## src/rtl/alu_pkg.sv

```systemverilog
// Shared ALU definitions: datapath width, divider iteration count and divider state encoding.
package alu_pkg;

  localparam int XLEN      = 32;
  localparam int DIV_ITER  = 32;
  localparam int DIV_CNT_W = $clog2(DIV_ITER + 1);

  localparam logic [DIV_CNT_W-1:0] DIV_LAST = DIV_CNT_W'(DIV_ITER);

  typedef enum logic [1:0] {
    IDLE = 2'd0,
    CALC = 2'd1,
    DONE = 2'd2
  } div_state_t;

endpackage

```

## src/rtl/alu_sub.sv

```systemverilog
// Combinational W-bit subtractor with borrow-out; shared by the divider and the ALU SUB/SLT paths.
module alu_sub #(
  parameter int W = 33
) (
  input  logic [W-1:0] a,
  input  logic [W-1:0] b,
  output logic [W-1:0] diff,
  output logic         borrow
);

  // Borrow is the top bit of the zero-extended difference: set when b > a.
  assign {borrow, diff} = {1'b0, a} - {1'b0, b};

endmodule

```

## src/rtl/alu_div_unit.sv

```systemverilog
// Multi-cycle 32-bit restoring divider (signed/unsigned), one quotient bit per cycle.
module alu_div_unit
  import alu_pkg::*;
(
  input  logic            clk,
  input  logic            reset,
  input  logic            start,
  input  logic            is_signed,
  input  logic [XLEN-1:0] inA,
  input  logic [XLEN-1:0] inB,
  output logic [XLEN-1:0] quotient,
  output logic [XLEN-1:0] remainder,
  output logic            busy,
  output logic            done,
  output logic            div_by_zero
);

  div_state_t           state_q, state_d;
  logic [2*XLEN:0]      acc_q, acc_d;
  logic [XLEN-1:0]      dvs_q, dvs_d;
  logic [XLEN-1:0]      orig_a_q, orig_a_d;
  logic                 q_neg_q, q_neg_d;
  logic                 r_neg_q, r_neg_d;
  logic [DIV_CNT_W-1:0] cnt_q, cnt_d;
  logic [XLEN-1:0]      quotient_q, quotient_d;
  logic [XLEN-1:0]      remainder_q, remainder_d;
  logic                 busy_q, busy_d;
  logic                 done_q, done_d;
  logic                 dz_q, dz_d;

  logic [2*XLEN:0]      acc_shift;
  logic [XLEN:0]        sub_a, sub_b, diff;
  logic                 borrow;
  logic [XLEN-1:0]      dvd_next;
  logic [XLEN-1:0]      a_mag, b_mag;
  logic                 accept;

  // acc holds {partial remainder (33b), dividend/quotient (32b)}.
  assign acc_shift = acc_q << 1;
  assign sub_a     = acc_shift[2*XLEN:XLEN];
  assign sub_b     = {1'b0, dvs_q};

  alu_sub #(
    .W(XLEN + 1)
  ) u_sub (
    .a     (sub_a),
    .b     (sub_b),
    .diff  (diff),
    .borrow(borrow)
  );

  always_comb begin
    state_d     = state_q;
    acc_d       = acc_q;
    dvs_d       = dvs_q;
    orig_a_d    = orig_a_q;
    q_neg_d     = q_neg_q;
    r_neg_d     = r_neg_q;
    cnt_d       = cnt_q;
    quotient_d  = quotient_q;
    remainder_d = remainder_q;
    busy_d      = busy_q;
    done_d      = done_q;
    dz_d        = dz_q;

    // The vacated low bit of the shifted dividend receives the new quotient bit.
    dvd_next    = acc_shift[XLEN-1:0];
    dvd_next[0] = ~borrow;

    a_mag  = (is_signed && inA[XLEN-1]) ? -inA : inA;
    b_mag  = (is_signed && inB[XLEN-1]) ? -inB : inB;
    accept = start && ((state_q == IDLE) || (state_q == DONE));

    case (state_q)
      IDLE: ;
      CALC: begin
        if (dvs_q == '0) begin
          state_d     = DONE;
          quotient_d  = '1;
          remainder_d = orig_a_q;
          dz_d        = 1'b1;
          done_d      = 1'b1;
        end else if (cnt_q == DIV_LAST) begin
          state_d     = DONE;
          quotient_d  = q_neg_q ? -acc_q[XLEN-1:0] : acc_q[XLEN-1:0];
          remainder_d = r_neg_q ? -acc_q[2*XLEN-1:XLEN] : acc_q[2*XLEN-1:XLEN];
          dz_d        = 1'b0;
          done_d      = 1'b1;
        end else begin
          acc_d = {(borrow ? sub_a : diff), dvd_next};
          cnt_d = cnt_q + 1'b1;
        end
      end
      DONE: begin
        state_d = IDLE;
        busy_d  = 1'b0;
        done_d  = 1'b0;
      end
      default: state_d = IDLE;
    endcase

    // The DONE->IDLE edge also samples start, so back-to-back operations take 34 cycles.
    if (accept) begin
      state_d  = CALC;
      busy_d   = 1'b1;
      done_d   = 1'b0;
      acc_d    = {{(XLEN + 1){1'b0}}, a_mag};
      dvs_d    = b_mag;
      orig_a_d = inA;
      q_neg_d  = is_signed & (inA[XLEN-1] ^ inB[XLEN-1]);
      r_neg_d  = is_signed & inA[XLEN-1];
      cnt_d    = '0;
    end
  end

  always_ff @(posedge clk) begin
    if (reset) begin
      state_q     <= IDLE;
      acc_q       <= '0;
      dvs_q       <= '0;
      orig_a_q    <= '0;
      q_neg_q     <= 1'b0;
      r_neg_q     <= 1'b0;
      cnt_q       <= '0;
      quotient_q  <= '0;
      remainder_q <= '0;
      busy_q      <= 1'b0;
      done_q      <= 1'b0;
      dz_q        <= 1'b0;
    end else begin
      state_q     <= state_d;
      acc_q       <= acc_d;
      dvs_q       <= dvs_d;
      orig_a_q    <= orig_a_d;
      q_neg_q     <= q_neg_d;
      r_neg_q     <= r_neg_d;
      cnt_q       <= cnt_d;
      quotient_q  <= quotient_d;
      remainder_q <= remainder_d;
      busy_q      <= busy_d;
      done_q      <= done_d;
      dz_q        <= dz_d;
    end
  end

  assign quotient    = quotient_q;
  assign remainder   = remainder_q;
  assign busy        = busy_q;
  assign done        = done_q;
  assign div_by_zero = dz_q;

endmodule

```

## config.mk

```make
export PLATFORM = sky130hd
export DESIGN_NAME = alu_div_unit
export DESIGN_NICKNAME = d
export VERILOG_FILES = /design/src/rtl/alu_pkg.sv /design/src/rtl/alu_sub.sv /design/src/rtl/alu_div_unit.sv
export SDC_FILE = /design/constraint.sdc
export NUM_CORES = 1
export LEC_CHECK = 0
export CORE_ASPECT_RATIO = 1.5
export CORE_MARGIN = 2
export CORE_UTILIZATION = 57
export DETAILED_ROUTE_END_ITERATION = 10
export PLACE_DENSITY = 0.81
export SYNTH_ARGS = -nofsm -noshare
export SYNTH_HDL_FRONTEND = slang
export SYNTH_SLANG_ARGS = --single-unit
```

## constraint.sdc

```tcl
create_clock -name clk -period 3.85 [get_ports clk]
set_clock_uncertainty 0.2 [all_clocks]
set_input_delay 0.5775 -clock clk [delete_from_list [all_inputs] [get_ports clk]]
set_output_delay 0.5775 -clock clk [all_outputs]
set_load 0.01 [all_outputs]
```

==> results of run 1 <==
==> path summary, 6_finish.rpt <==
| path | startpoint | endpoint | slack [ps] | depth (start not counted) |
|---|---|---|---|---|
| worst max-delay path | dvs_q[9]$_SDFFE_PP0P_ | acc_q[33]$_SDFFE_PP0P_ | 280 | 11 |
| worst min-delay path | reset | done$_SDFFE_PP0P_ | 240 | 3 |
| worst max register to register | dvs_q[9]$_SDFFE_PP0P_ | acc_q[33]$_SDFFE_PP0P_ | 280 | 11 |
| worst min register to register | orig_a_q[24]$_SDFFE_PP0P_ | orig_a_q[24]$_SDFFE_PP0P_ | 260 | 2 |
==> layer usage <==
| metal | wire length, um | vias up |
|---|---|---|
| met4 | 2010 | 0 |
| met2 | 18800 | 420 |
| met3 | 1790 | 121 |
| met1 | 12800 | 5646 |
| li1 | - | 5799 |
| met5 | 0 | - |
==> state kept, by name, indices dropped and copies added, names as in the netlist <==
register	count
acc_q	64
busy	1
cnt_q	6
div_by_zero	1
done	1
dvs_q	32
orig_a_q	32
q_neg_q	1
quotient	32
r_neg_q	1
remainder	32
state_q	2
==> metrics by stage <==
stage                     hold WS, ps  util, %
after floorplan                   236        -
after global placement            241     65.9
after detailed placement          250     65.9
after CTS                         229     69.0
after global routing              247     69.0
final                             244     69.0
==> power by group through the flow <==
stage	Combinational [mW]	Clock (mW)	Sequential (mW)
floorplan	1.08	0	2.37
global placement	1.50	0	2.40
detailed placement	1.53	0	2.41
CTS	1.54	1.98	2.36
global route	1.70	2.08	2.38
finish	1.56	1.97	2.36
==> cells by family (layout without fill, tap and decap cells) <==
| kind of cell | after synthesis | after routing | synth area share [%] |
|---|---|---|---|
| AND/OR/NAND/NOR | 561 | 561 | 21.1 |
| AO/OA/AOI/OAI | 435 | 435 | 24.6 |
| flip-flops | 205 | 205 | 34.0 |
| buffers and inverters | 155 | 274 | 4.89 |
| XOR/XNOR | 140 | 140 | 10.2 |
| adder cells (fa/ha/maj) | 39 | 39 | 4.10 |
| multiplexers | 14 | 14 | 1.17 |
==> area by class of cell <==
class                   instances  area (um^2)  area share, %
well taps                     268          335           2.32
flip-flops and latches        205         4100           28.5
inverters                      54          203           1.41
clock buffers                  29          586           4.06
multi-input cells            1189         7410           51.4
repair buffers                183         1720           11.9
clock inverters                 8         67.6          0.468
==> cells in the final DEF (no fill, tap or decap), types with 12 or more instances in the layout <==
| cell | synthesis | final |
|---|---|---|
| o31ai_1 | 30 | 30 |
| nor4_1 | 22 | 22 |
| nand2_1 | 215 | 215 |
| a31oi_1 | 13 | 13 |
| o41ai_1 | 14 | 14 |
| a311oi_1 | 54 | 54 |
| xnor2_1 | 83 | 83 |
| nor3_1 | 12 | 12 |
| clkdlybuf4s50_1 | 0 | 133 |
| a222oi_1 | 28 | 28 |
| ha_1 | 38 | 38 |
| a21o_1 | 15 | 15 |
| nor2_1 | 196 | 195 |
| a211oi_1 | 41 | 41 |
| buf_4 | 0 | 49 |
| or4_1 | 12 | 12 |
| nand3_1 | 23 | 23 |
| o22ai_1 | 14 | 14 |
| o21ai_0 | 71 | 71 |
| mux2i_1 | 13 | 13 |
| xor2_1 | 57 | 57 |
| dfxtp_1 | 205 | 205 |
| nand4_1 | 12 | 12 |
| or3_1 | 17 | 17 |
| inv_1 | 54 | 54 |
| a21oi_1 | 110 | 109 |
| clkbuf_16 | 0 | 21 |
==> synthesized netlist by cell type (2+ instances only) <==
library cell	count	area, um^2
buf_1	10	37.5
o21a_1	7	52.6
o31ai_1	30	225
nand3_1	23	115
nand3b_1	2	15.0
nor2b_1	5	31.3
o211ai_1	10	75.1
or4_4	3	33.8
clkbuf_1	84	315
nand2b_1	10	62.6
a222oi_1	28	280
mux2i_1	13	130
a31oi_1	13	81.3
or2_2	5	31.3
a211oi_1	41	308
xor2_1	57	499
nor2_1	196	736
o21ai_0	71	355
or4_1	12	90.1
nand2_1	215	807
inv_1	54	203
nor3_1	12	60.1
and3_1	9	56.3
a21oi_1	110	551
ha_1	38	475
o22ai_1	14	87.6
a221oi_1	3	26.3
a2111oi_0	2	17.5
dfxtp_1	205	4100
nor4_1	22	138
a21boi_0	4	30.0
a311oi_1	54	473
a211o_1	4	35.0
and2_1	6	37.5
o21ai_1	2	10.0
o21bai_1	4	30.0
nor4_4	2	42.5
o41ai_1	14	123
a21o_1	15	113
nand2b_4	2	27.5
buf_2	6	30.0
or3_1	17	106
nand4_1	12	75.1
xnor2_1	83	727
==> worst min-delay path, cell delays in order <==
cell and delay [ps]:
buf_4 120, nand2b_1 130, nor2_1 60
==> flow_summary.toml, run 1 <==
[synthesis]
syn_area_per_cell_um2 = 7.79
syn_nets = 1656
synthCells = 1549
yosysSeqAreaShare_pct = 34.0
synth_edf_count = 0
synth_seq_cells = 205
synthArstFlopShare_pct = 0
synth_ff_type = "dfxtp_1"
syn_area_um2 = 12100
yosysUniqueCellTypes = 64
yosys_warnings = 0

[layout]
area_growth_pct = 19.5
n_antenna_cell = 0
nets = 1761
drive_above_1_share_pct = 6.59
final_cells = 1936
n_fill_cell = 1761
final_area_um2 = 14400

[setup_path]
cp_cell_sequence = "inv_1 > ha_1 > nand3_1 > or2_2 > o221a_2 > nand3_1 > a21boi_1 > nor2_2 > buf_4 > nand2_1 > a311oi_1"
crit_slowest_cell = "nor2_2"
crit_path_max_fanout = 22
crit_path_end_kind = "register"
worst_path_largest_cell_delay_ps = 920
cp-start-kind = "register"
critical_path.top_delay_family = "simple AND/OR/NAND/NOR gates"
path_class = "register to register"
crit_top_cell = "nand3_1"
crit_buf_inv = 2
required_ps = 4050
arrival_ps = 3770

[timing]
setup_viol = 0
maxSlewViolCount = 0
worstMarginPinSlew_ps = 1200
finalHoldViolations = 0
tns_ps = 0
maxSlewHeadroom_pct = 20.0
fin_crit_ps = 3570
clock.fmax_mhz = 280
finalCritPeriodShare_pct = 92.8
setup_slack_ps = 279
rsz0062_at_grt = "false"

[power]
p_sw_share_pct = 32.0
power_mw = 5.89
p_per_area_nw_per_um2 = 408
p_leak_nw = 5.27
seq_power_share_pct = 40.1
p_int_mw = 4.00
vdd_drop_max_v = 0.000343
p_sw_mw = 1.89
pwr-share-clk_pct = 33.4
combPwrFrac_pct = 26.5

[die]
ioPinCount = 135
die_width_um = 123
die_h_um = 182
core-area_um2 = 20900
die-area_um2 = 22400
rows = 65
start_util_pct = 57.8

[cts]
numCtsBuffers = 21
cts_setup_buffers = 0
htree_levels = 1
clk_latency_ps = 500
path_clk_slew_ps = 70
clock-sinks = 205
cts.path.max_buffers = 3
cts_tree = "done"
ctsResizeCount = 0
cts-root-buf = "clkbuf_16"
hold_buffers = 0

[placed_design]
dpl_cell_area_um2 = 13800
dp_cells = 1899
place_congestion = 1.00
dp_hpwl_um = 26400
pre_cts_slack_ps = 160
portBuffers = 134

[detailed_routing]
drc = 0
vias = 11986
wl_per_cell_um = 18.3
drt_iter0_markers = 968
ant_nets = 0
vias_per_cell = 6.19
firstDrtPassIters = 8
routed_wl_um = 35400

[global_route]
met1_usage_pct = 32.7
grt_first_pass_wirelength_um = 56200
grt_busiest_layer = "met2"
grt-ovfl-total = 0
track_usage_pct = 31.2
use_met2_pct = 58.3
grt_pass1_vias = 11440
gr-usage-met3_pct = 3.31
antenna_found_initial = 0
grt_max_degree = 100

[run]
drv_cap = 0

[run_status]
status = "finished, final reports clean"

[hold_path]
hp-class = "input port to register"
(Power assumes the default switching activity.)
==> run 2: changes to the inputs <==
Settings changed: CORE_UTILIZATION 57 to 60, PLACE_DENSITY 0.81 to 0.84.
Clock period 3.85 ns to 4.6 ns, I/O delays scaled along.
==> flow_summary.toml, run 2 (synthesis gave the netlist of run 1 again) <==
[run_status]
status = "finished, final reports clean"

[setup_path]
cp_cell_sequence = "inv_1 > ha_1 > inv_1 > fa_1 > a211o_1 > a21oi_1 > a211oi_1 > o31ai_2 > buf_4 > nor2_1 > or4_1 > a211o_1 > o2111a_1"
crit_slowest_cell = "fa_1"
critical_path.top_delay_family = "compound AO/OA/AOI/OAI gates"
crit_path_max_fanout = 6
arrival_ps = 3890
cp-start-kind = "register"
crit_path_end_kind = "register"
required_ps = 4790
worst_path_largest_cell_delay_ps = 420
crit_buf_inv = 3
path_class = "register to register"

[power]
vdd_drop_max_v = 0.000222
seq_power_share_pct = 40.0
combPwrFrac_pct = 24.9
pwr-share-clk_pct = 35.2
p_sw_mw = 1.56
p_int_mw = 3.42
p_per_area_nw_per_um2 = 351
p_sw_share_pct = 31.3
p_leak_nw = 5.13

[layout]
drive_above_1_share_pct = 4.83
layout_common_cells = "nand2_1 (215), dfxtp_1 (205), nor2_1 (195)"
n_antenna_cell = 0
final_common_cell = "nand2_1"
largest_reg_flops = 64
nets = 1728
regMostFlops = "acc_q"
area_growth_pct = 17.7

[cts]
htree_levels = 1
cts.path.max_buffers = 3
path_clk_slew_ps = 70
clock-sinks = 205
cts-root-buf = "clkbuf_16"
hold_buffers = 0
cts_tree = "done"
numCtsBuffers = 20
ctsResizeCount = 0
clk_latency_ps = 500
cts_setup_buffers = 0

[timing]
maxSlewHeadroom_pct = 7.69
worstMarginPinSlew_ps = 1350
setup_viol = 0
rsz0062_at_grt = "false"
holdWs_ps = 254
fin_crit_ps = 3710
maxSlewViolCount = 0
tns_ps = 0
finalHoldViolations = 0
clock.fmax_mhz = 270
finalCritPeriodShare_pct = 80.6

[detailed_routing]
routed_wl_um = 34600
drt_iter0_markers = 995
vias_per_cell = 6.23
ant_nets = 0
drc = 0
vias = 11804
wl_per_cell_um = 18.2
firstDrtPassIters = 6

[global_route]
grt_max_degree = 100
antenna_found_initial = 0
grt_pass1_vias = 11261
track_usage_pct = 32.0
grt-ovfl-total = 0
grt_first_pass_wirelength_um = 55400

[die]
die_width_um = 120
start_util_pct = 61.0
die_h_um = 178
core-area_um2 = 19800
rows = 63
ioPinCount = 135
die-area_um2 = 21300

[placed_design]
dp_hpwl_um = 25600
place_congestion = 0.952
portBuffers = 134

[run]
drv_cap = 0

[hold_path]
hp-class = "register to register"
## run 2: cell types whose count changed in the layout (fill, tap and decap cells not counted), sizes merged
cell      change
buf          -32
bufinv        +1
clkbuf        +1
clkinv        -3
clkinvlp      -1
## run 2: worst paths after layout
path | from | end | slack (ps) | cells past startpoint
min | orig_a_q[31]$_SDFFE_PP0P_ | orig_a_q[31]$_SDFFE_PP0P_ | 250 | 2
min reg2reg | orig_a_q[31]$_SDFFE_PP0P_ | orig_a_q[31]$_SDFFE_PP0P_ | 250 | 2
max reg2reg | acc_q[31]$_SDFFE_PP0P_ | acc_q[58]$_SDFFE_PP0P_ | 890 | 13
max | acc_q[31]$_SDFFE_PP0P_ | acc_q[58]$_SDFFE_PP0P_ | 890 | 13
## run 2: power groups by stage
stage	logic, mW	registers, mW	clock network, mW
global route	1.36	2.00	1.82
finish	1.24	1.99	1.75
global placement	1.20	2.02	0
floorplan	0.904	1.98	0
CTS	1.23	1.99	1.77
detailed placement	1.22	2.03	0
## run 2: worst reg2reg max path: stages, from the launching register on
cell      delay (ps)
dfxtp_1          340
inv_1            120
ha_1             180
inv_1             50
fa_1             420
a211o_1          330
a21oi_1          410
a211oi_1         270
o31ai_2          220
buf_4            180
nor2_1            60
or4_1            390
a211o_1          270
o2111a_1         140
## run 2: cell type report
type	count	area, um^2
multi-input cells	1189	7410
fillers	1610	5570
flip-flops and latches	205	4100
repair buffers	151	1470
clock buffers	30	629
well taps	260	325
inverters	54	203
clock inverters	5	75.1
## run 2: metrics by stage
step	utilization [%]	std cells	area (um^2)	setup slack, ps	power (mW)
3_5_place_dp	68.3	1859	13500	707	3.25
5_1_grt	71.8	1894	14200	713	5.18
6_report	71.8	1894	14200	895	4.98
3_3_place_gp	68.3	1859	13500	759	3.22
2_1_floorplan	-	1549	12100	1370	2.88
4_1_cts	71.8	1894	14200	957	4.98
## run 2: routing by layer
layer  wire, um  share of wire [%]  up-vias  track usage [%]
met3       1710                5.0      107             2.60
met5          0                  0        -                0
met1      12700                 37     5534             33.6
met4       1780                5.1        0             17.0
met2      18400                 53      430             62.2
li1           -                  -     5733                -
==> run 3: changes to the inputs <==
Settings changed: CORE_UTILIZATION 60 to 57, PLACE_DENSITY 0.84 to 0.81.
Clock period 4.6 ns to 3.5 ns, I/O delays scaled along.
==> flow_summary.toml, run 3 (synthesis gave the netlist of run 1 again) <==
[setup_path]
crit_path_end_kind = "register"
path_class = "register to register"
required_ps = 3700
ff2ff_path_depth = 11
worst-r2r-setup-slack_ps = 220
reg2reg_to = "acc_q[36]$_SDFFE_PP0P_"
crit_path_max_fanout = 5
r2r_start = "dvs_q[9]$_SDFFE_PP0P_"
arrival_ps = 3480
cp-start-kind = "register"

[die]
die_width_um = 123
die-area_um2 = 22400
core-area_um2 = 20900
start_util_pct = 57.8
rows = 65
die_h_um = 182
ioPinCount = 135

[cts]
numCtsBuffers = 21
hold_buffers = 0
htree_levels = 1
cts.path.max_buffers = 3
path_clk_slew_ps = 70
cts-root-buf = "clkbuf_16"
clk_latency_ps = 500
cts_tree = "done"
clock-sinks = 205

[power]
p_leak_nw = 5.42
p_per_area_nw_per_um2 = 443
vdd_drop_max_v = 0.000314
power_mw = 6.52

[layout]
final_core_util_pct = 70.4
final_common_cell = "nand2_1"
multi_input_area_um2 = 7410
regMostFlops = "acc_q"
seq_area_um2 = 4100
drive_above_1_share_pct = 8.30
n_fill_cell = 1698
layout_common_cells = "nand2_1 (215), dfxtp_1 (205), nor2_1 (195)"
largest_reg_flops = 64
final_area_um2 = 14700
area_growth_pct = 21.8
n_antenna_cell = 0
nets = 1792
final_cells = 1966

[global_route]
antenna_found_initial = 0
grt_first_pass_wirelength_um = 58000
grt_max_degree = 132
grt_pass1_vias = 11736
grt-ovfl-total = 0
track_usage_pct = 31.9

[hold_path]
hold_depth = 2
min_to = "remainder[1]$_SDFFE_PP0P_"
min_from = "reset"
hp-class = "input port to register"

[detailed_routing]
vias = 12076
vias_per_cell = 6.14
drc = 0
firstDrtPassIters = 8
drt_iter0_markers = 960
routed_wl_um = 35700
ant_nets = 0
wl_per_cell_um = 18.2

[timing]
fin_crit_ps = 3280
setup_viol = 0
clock.fmax_mhz = 305
worstMarginPinSlew_ps = 1050
setup_slack_ps = 219
holdWs_ps = 251
maxSlewHeadroom_pct = 29.8
finalHoldViolations = 0
finalCritPeriodShare_pct = 93.8
maxSlewViolCount = 0
rsz0062_at_grt = "false"
tns_ps = 0

[placed_design]
pre_cts_slack_ps = -66.4
dpl_cell_area_um2 = 14100
portBuffers = 134
dp_cells = 1930
dp_hpwl_um = 26900
place_congestion = 0.961

[run]
drv_cap = 0

[run_status]
status = "finished, final reports clean"
==> run 3: worst max-delay path, stage by stage, from the launching register on <==
cell      delay [ps]
dfxtp_1          360
inv_1             50
ha_1             350
nand3_1          170
nor4_1           540
o31ai_2          250
and3_1           270
o21ai_1          170
nand2_1          140
buf_4            190
a211o_1          270
a311oi_1         240
==> run 3: cell type report <==
cell class | instances | share of cell area [%]
Clock buffer | 27 | 3.79
Multi-Input combinational cell | 1189 | 50.4
Tap cell | 268 | 2.28
Clock inverter | 9 | 0.561
Sequential cell | 205 | 27.9
Timing Repair Buffer | 214 | 13.7
Inverter | 54 | 1.38
==> run 3: layer usage <==
metal	up-vias	track usage, %	wire length (um)
li1	5872	-	-
met1	5651	34.1	12900
met2	446	60.0	19200
met3	107	3.41	1790
met4	0	16.3	1870
met5	-	0	0
==> run 3: worst max-delay path by stage <==
stage	startpoint	endpoint	slack [ps]	cells past startpoint
final	dvs_q[9]$_SDFFE_PP0P_	acc_q[36]$_SDFFE_PP0P_	220	11
after global routing	dvs_q[22]$_SDFFE_PP0P_	acc_q[47]$_SDFFE_PP0P_	90	12
after CTS	acc_q[32]$_SDFFE_PP0P_	remainder[28]$_SDFFE_PP0P_	250	11
after detailed placement	inA[13]	acc_q[25]$_SDFFE_PP0P_	-70	10
after global placement	inA[13]	acc_q[28]$_SDFFE_PP0P_	20	9
after floorplan	acc_q[31]$_SDFFE_PP0P_	acc_q[58]$_SDFFE_PP0P_	270	12
==> run 3: report_power, final <==
part	switching, mW	internal, mW	total, mW
combinational	1.02	0.762	1.78
clock	0.933	1.21	2.14
sequential	0.145	2.45	2.60
==> run 3: timing repair <==
item / CTS / global route
gates resized for setup: 0 / 1
setup buffers: 0 / 0
endpoints found under the hold margin: 0 / 0
setup endpoints to repair: 0 / 1
